--- src/rtl/mem_wb_skid_reg.sv ---
// MEM->WB pipeline register with a valid/ready handshake, a 2-entry skid buffer and a saturating stall counter.
// Optional EX-stage forwarding outputs are enabled by defining MEM_WB_FWD_EN; otherwise they are tied to 0.
module mem_wb_skid_reg #(
  parameter int DATA_W = 32,
  parameter int DEST_W = 4,
  parameter int CNT_W  = 16
) (
  input  logic              clk,
  input  logic              rst,
  input  logic              flush,
  input  logic              in_valid,
  output logic              in_ready,
  input  logic              wb_en,
  input  logic              mem_read,
  input  logic [DEST_W-1:0] dest,
  input  logic [DATA_W-1:0] alu,
  input  logic [DATA_W-1:0] data_memory,
  output logic              out_valid,
  input  logic              out_ready,
  output logic              wb_en_out,
  output logic              mem_read_out,
  output logic [DEST_W-1:0] dest_out,
  output logic [DATA_W-1:0] alu_out,
  output logic [DATA_W-1:0] data_memory_out,
  output logic [CNT_W-1:0]  stall_cnt,
  output logic              fwd_valid,
  output logic [DEST_W-1:0] fwd_dest,
  output logic [DATA_W-1:0] fwd_data
);

  // Payload layout: {wb_en, mem_read, dest, alu, data_memory}
  localparam int PAY_W = 2 + DEST_W + 2 * DATA_W;

  typedef enum logic [1:0] {
    ST_EMPTY = 2'd0,
    ST_ONE   = 2'd1,
    ST_TWO   = 2'd2
  } state_e;

  state_e             state_q, state_d;
  logic               in_ready_q;
  logic               out_valid_q;
  logic [PAY_W-1:0]   main_q, main_d;
  logic [PAY_W-1:0]   skid_q, skid_d;
  logic [CNT_W-1:0]   stall_q, stall_d;
  logic [PAY_W-1:0]   in_pay_s;
  logic               accept_s;
  logic               deliver_s;

  assign in_pay_s  = {wb_en, mem_read, dest, alu, data_memory};
  assign accept_s  = in_valid & in_ready_q;
  assign deliver_s = out_valid_q & out_ready;

  // Occupancy transitions, entry loads and saturating stall counter.
  always_comb begin
    state_d = state_q;
    main_d  = main_q;
    skid_d  = skid_q;
    stall_d = stall_q;
    if (out_valid_q && !out_ready && (stall_q != {CNT_W{1'b1}})) begin
      stall_d = stall_q + CNT_W'(1);
    end else begin
      stall_d = stall_q;
    end
    if (flush) begin
      state_d = ST_EMPTY;
    end else begin
      case (state_q)
        ST_EMPTY: begin
          if (accept_s) begin
            state_d = ST_ONE;
            main_d  = in_pay_s;
          end else begin
            state_d = ST_EMPTY;
          end
        end
        ST_ONE: begin
          if (accept_s && deliver_s) begin
            main_d = in_pay_s;
          end else if (accept_s) begin
            state_d = ST_TWO;
            skid_d  = in_pay_s;
          end else if (deliver_s) begin
            state_d = ST_EMPTY;
          end else begin
            state_d = ST_ONE;
          end
        end
        ST_TWO: begin
          if (deliver_s) begin
            state_d = ST_ONE;
            main_d  = skid_q;
          end else begin
            state_d = ST_TWO;
          end
        end
        default: begin
          state_d = ST_EMPTY;
        end
      endcase
    end
  end

  // State and payload registers; in_ready/out_valid are registered copies of the next occupancy.
  always_ff @(posedge clk) begin
    if (rst) begin
      state_q     <= ST_EMPTY;
      in_ready_q  <= 1'b1;
      out_valid_q <= 1'b0;
      main_q      <= {PAY_W{1'b0}};
      skid_q      <= {PAY_W{1'b0}};
      stall_q     <= {CNT_W{1'b0}};
    end else begin
      state_q     <= state_d;
      in_ready_q  <= (state_d != ST_TWO);
      out_valid_q <= (state_d != ST_EMPTY);
      main_q      <= main_d;
      skid_q      <= skid_d;
      stall_q     <= stall_d;
    end
  end

  assign in_ready        = in_ready_q;
  assign out_valid       = out_valid_q;
  assign wb_en_out       = main_q[PAY_W-1] & out_valid_q;
  assign mem_read_out    = main_q[PAY_W-2];
  assign dest_out        = main_q[2*DATA_W +: DEST_W];
  assign alu_out         = main_q[DATA_W +: DATA_W];
  assign data_memory_out = main_q[0 +: DATA_W];
  assign stall_cnt       = stall_q;

`ifdef MEM_WB_FWD_EN
  assign fwd_valid = out_valid_q & wb_en_out;
  assign fwd_dest  = dest_out;
  assign fwd_data  = mem_read_out ? data_memory_out : alu_out;
`else
  assign fwd_valid = 1'b0;
  assign fwd_dest  = {DEST_W{1'b0}};
  assign fwd_data  = {DATA_W{1'b0}};
`endif

endmodule

--- config.mk ---
export PLATFORM = sky130hd
export DESIGN_NAME = mem_wb_skid_reg
export DESIGN_NICKNAME = d
export VERILOG_FILES = /design/src/rtl/mem_wb_skid_reg.sv
export SDC_FILE = /design/constraint.sdc
export NUM_CORES = 1
export LEC_CHECK = 0
export CORE_MARGIN = 2
export CORE_UTILIZATION = 55
export DETAILED_ROUTE_END_ITERATION = 8
export DONT_BUFFER_PORTS = 1
export GPL_ROUTABILITY_DRIVEN = 0
export PLACE_DENSITY = 0.8
export SYNTH_ARGS = -nofsm -noshare
export SYNTH_HDL_FRONTEND = slang
export SYNTH_SLANG_ARGS = --single-unit
--- constraint.sdc ---
create_clock -name clk -period 3.07 [get_ports clk]
set_input_delay 0.614 -clock clk [delete_from_list [all_inputs] [get_ports clk]]
set_output_delay 0.614 -clock clk [all_outputs]
set_load 0.05 [all_outputs]
---- Yosys cells after proc, flatten, opt, wreduce, memory -nomap -nowiden ----
Index checks and enable logic that the tools add are counted.
storage, ports and cells
  flip-flop bits (word level) ............. 160
  bits of input ports ..................... 75
  output and inout port bits .............. 125
operators by class
  $add $sub $neg .......................... 1
  equal/unequal tests ..................... 7
  mux-type cells .......................... 11
  bitwise operators ....................... 5
  reductions and logical operators ........ 9
operators with widths
  cell                                                  count
  2-to-1 mux 70 bit                                     3
  case mux 70 bit (3 select lines)                      1
  adder 16 x 1 -> 16 bit (second input constant)        1
  inequality test 16 bit (second input constant)        1
  2-to-1 mux 2 bit                                      4
  inequality test 2 bit (second input constant)         4
  case mux 2 bit (3 select lines)                       1
  AND reduction 5 bit                                   1
  AND reduction 4 bit                                   1
  bitwise AND 1 bit                                     3
  logical AND 1 bit                                     3
  nonzero test 3 bit                                    1
  equality test 2 x 1 -> 1 bit (second input constant)  1
  equality test 2 bit (second input constant)           1
  logical NOT 2 bit                                     1
  2-to-1 mux 1 bit                                      2
  inverter 1 bit                                        2
  nonzero test 2 bit                                    1
  logical NOT 1 bit                                     1

---- Longest topological paths before layout ----
  depth after elaboration ................. 7
  gate-level depth with buffers ........... 8
  mapped depth without buffers ............ 5

---- Worst setup path before layout ----
No wires, ideal clock.
  path kind ............................... flip-flop to flip-flop
  start ................................... reg stall_q[0], in the netlist stall_cnt[0]
  end ..................................... reg stall_q[14], in the netlist stall_cnt[14]
  arrival time ............................ 1.997 ns
  data required time ...................... 3.000 ns
  path slack .............................. 1.002 ns
  stages on the path, launching flop included .. 6
  path buffers ............................ 0
  clock period less this slack ............ 2.068 ns
  cell sequence ........................... dfxtp_1 ha_1 nand3b_1 or3_4 or4_1 a21oi_1
on the way
  word-level cells in the longest chain between the ends .. 2
  elaborated cells on any way between the ends .. 3
  classes of those cells .................. add/sub: 1; eq/ne: 1; reduce/logical: 1
RTL lines
  element                                                                         RTL line  RTL
  from (decl)                                                                     45        logic [CNT_W-1:0] stall_q, stall_d;
  from (signal assigned)                                                          112       stall_q <= {CNT_W{1'b0}};
  from (signal assigned)                                                          119       stall_q <= stall_d;
  parallel branches: the longest is 2 deep, another holds adder 16 x 1 -> 16 bit  -
Several ways; the timed one is not identified.
A chain may end at the register's enable or synchronous reset.

---- Final worst setup path ----
Ends and elaborated chain as after synthesis.

==> impl_results.md <==
* Run status: finished, final reports clean
* Power share of the clock group at 40.9%
* Required time worst endpoint at 3.41 ns
* Post-synth design cell area at between 7000 and 8000 sq um
* Total gr overflow at 0
* Via count of the first global-routing pass at a little under 5000
* Number of buffers added for setup after CTS at 0
* Hold/Removal Path Class: in -> reg
* CTS tree: yes
* Switching Share at roughly 28%
* Buffer levels on the longest clock path at 2
* Kind of critical path: reg -> reg
* Core box area at 14370 sq um
* Tightest slew margin relative to the limit at 53.51%
* Initial antenna violation count at 0
* Share of synthesized flip-flops with an asynchronous set or reset at 0%
* Syn Area/Cell at 9.287 sq um
* Pre-CTS setup slack at approximately 0.86 ns
* Post-route fraction of the period consumed by the critical path at 71.73%
* Setup_tns at 0 ns
* Height of the die at 124.4 um
* CP Launch Type: flip-flop
* Critical Path End Type: flip-flop
* Worst Path Max Fanout at 7
* Max Freq at 0.4541 GHz
* Static Leak at 3.045 nW
* Layout overhead on the synthesized area at -0.7057%
* Distinct cells, synth at 42
* Number of standard cells after synthesis at 859
* Initial core utilization at around 56%
* Pint at ~3.5 mW
* Later-pin clock latency in the skew report at approximately 0.43 ns
* Die extent in x at 124.4 um
* Number of setup violations in the final report at 0
* Number of top-level design ports at 200
* Clock root buffer master: sky130_fd_sc_hd__clkbuf_16
* Area of the multi-input gates at 3742 sq um
* Smallest setup slack after layout at 0.8680 ns
* Leading post-synthesis cells by cell area: sky130_fd_sc_hd__dfxtp_1 40%, sky130_fd_sc_hd__a311oi_2 13%, sky130_fd_sc_hd__buf_4 10%, sky130_fd_sc_hd__a21oi_1 9.7%, sky130_fd_sc_hd__mux2i_1 9.2%
* Share of layout cells above drive strength 1 at 16.05%
* Number of iterations in the first detailed-routing pass at 4
* Global-route wire length before repair at 26.16 mm
* EDFF count, synth at 0
* DRC at 0
* Count of hold buffers inserted by post-cts repair at 0
* Number of max-cap violations at 0
* CTS sink cnt at 160
* Slew Limit Fails at 0
* Sequential area share after synthesis at 40.15%
* Number of I/O port buffers at 0
* Post-detailed-routing wire length at 15.99 mm
* Pin count of the biggest net entering global routing at between 150 and 200
* Number of standard cells in the final layout excluding fillers at 944
* Final setup skew at about 0.02 ns
* Clock slew seen by the registers of the worst setup and hold paths at 0.06 ns
* IR drop worst, VDD at 0.0004079 V
* WP data arrival at 2.54 ns
* Reg power frac at 49.8%
* Switching Power at 1.392 mW
* Average wire per cell in the routed design at ~17 um
* Violation count after the first detailed-route iteration at about 380
* Top-area cell type share of the netlist area at 40.15%
* Vias per inst at 5.771
* Combinational share of power at about a tenth
* Resized Gates After CTS at 0
* Routed vias at 5448
* Top cell types by occurrence after synthesis: 160 x sky130_fd_sc_hd__dfxtp_1, 155 x sky130_fd_sc_hd__a21oi_1, 148 x sky130_fd_sc_hd__nand2_1
* NumNets Final at ~830
* Cell count after placement at between 900 and 1000
* Die ar. at 15480 sq um
* Syn. warnings at 0
* CTS H-Tree Depth at 4
* Floorplan row count at 44
* Most frequent cell after synthesis: sky130_fd_sc_hd__dfxtp_1
* Most instantiated flip-flop cell in the synthesis netlist: sky130_fd_sc_hd__dfxtp_1
* Pwr Density at 620.9 nW/um^2
* Reg area at around 3200 sq um
* Actual transition at the worst max-transition pin at 0.6974 ns
* Final-report hold violation count at 0
* Number of synthesized register bits at 160
* Number of routed nets with antenna violations at 0
* Number of CTS-inserted buffers at 17
* Antenna cells at 0
* Final HPWL DP at a little over 10 mm
* Min cycle time layout at 2.202 ns
* Most area-hungry cell type in the Yosys netlist: sky130_fd_sc_hd__dfxtp_1
* Unrepaired setup endpoints after global routing: no
* Final-layout fill cell count at 1254
* Overall Global Routing Usage at 20.47%
* Post-layout total power at 4.918 mW
-- layer usage --
metal | vias up | part of all wire (%) | GRT usage, %
li1 | 2699 | - | -
met4 | 0 | 2.4 | 8.658
met2 | 182 | 48 | 32.27
met3 | 21 | 7.1 | 6.830
met5 | - | 0 | 0
met1 | 2546 | 43 | 25.69
-- layout make-up --
| class | count | share of cell area, % |
|---|---|---|
| Inverter | 4 | 0.2527 |
| Multi-Input combinational cell | 552 | 47.24 |
| Tap cell | 184 | 2.906 |
| Clock buffer | 21 | 5.813 |
| Timing Repair Buffer | 15 | 2.211 |
| Clock inverter | 8 | 1.137 |
| Sequential cell | 160 | 40.44 |
-- cells in the final DEF (no fill, tap or decap), drive strengths merged, types with 2 or more instances in the layout --
cell type / n
dfxtp: 160
a21oi: 155
nand2: 148
mux2i: 73
a311oi: 70
conb: 37
clkbuf: 21
buf: 15
or3: 9
o31ai: 6
o21ai: 6
clkinv: 6
or4: 5
nor2: 5
nand3: 5
nand4: 5
inv: 4
nor3: 3
and2: 2
nor2b: 2
o21bai: 2
nor4: 2
nand2b: 2
bufinv: 2
-- power by group through the flow --
stage	combinational, mW	clock, mW	sequential [mW]
2_1_floorplan	0.817	0	2.24
3_3_place_gp	0.445	0	2.49
3_5_place_dp	0.456	0	2.50
4_1_cts	0.456	2.06	2.45
5_1_grt	0.497	2.15	2.46
6_report	0.456	2.01	2.45
-- flip-flops by register name, summed over array words and instances (netlist names) --
register,count
main_q,70
stall_cnt,16
state_q,2
out_valid,1
in_ready,1
skid_q,70
-- cells by family after synthesis --
| family | Yosys count | share of synthesized area [%] |
|---|---|---|
| compound gates | 245 | 24.66 |
| simple gates | 195 | 10.82 |
| buf+inv | 183 | 14.87 |
| flops | 160 | 40.15 |
| mux | 74 | 9.300 |
| fa+ha+maj | 1 | 0.1568 |
| other cells | 1 | 0.04701 |
-- path summary, 6_finish.rpt --
check / start / endpoint / slack [ns] / depth (start not counted)
min: flush / state_q[0] / 0.26 / 1
min reg2reg: skid_q[1] / skid_q[1] / 0.45 / 2
max reg2reg: stall_cnt[0] / stall_cnt[14] / 0.87 / 5
max: stall_cnt[0] / stall_cnt[14] / 0.87 / 5
-- worst max-delay path, stage by stage (launching register included) --
cell                       delay (ns)
sky130_fd_sc_hd__dfxtp_1         0.69
sky130_fd_sc_hd__ha_1            0.29
sky130_fd_sc_hd__nand3b_1        0.19
sky130_fd_sc_hd__or3_4           0.40
sky130_fd_sc_hd__or4_1           0.40
sky130_fd_sc_hd__a21oi_1         0.16
-- through the flow --
stage | instance area, sq um | util (%) | hold slack, ns
2_1_floorplan | 8113 | - | 0.4357
3_3_place_gp | 7371 | 51.30 | 0.4347
3_5_place_dp | 7371 | 51.30 | 0.4397
4_1_cts | 7921 | 55.13 | 0.2520
5_1_grt | 7921 | 55.13 | 0.2447
6_report | 7921 | 55.13 | 0.2619
Note: power is estimated with default switching activity, not from simulation.
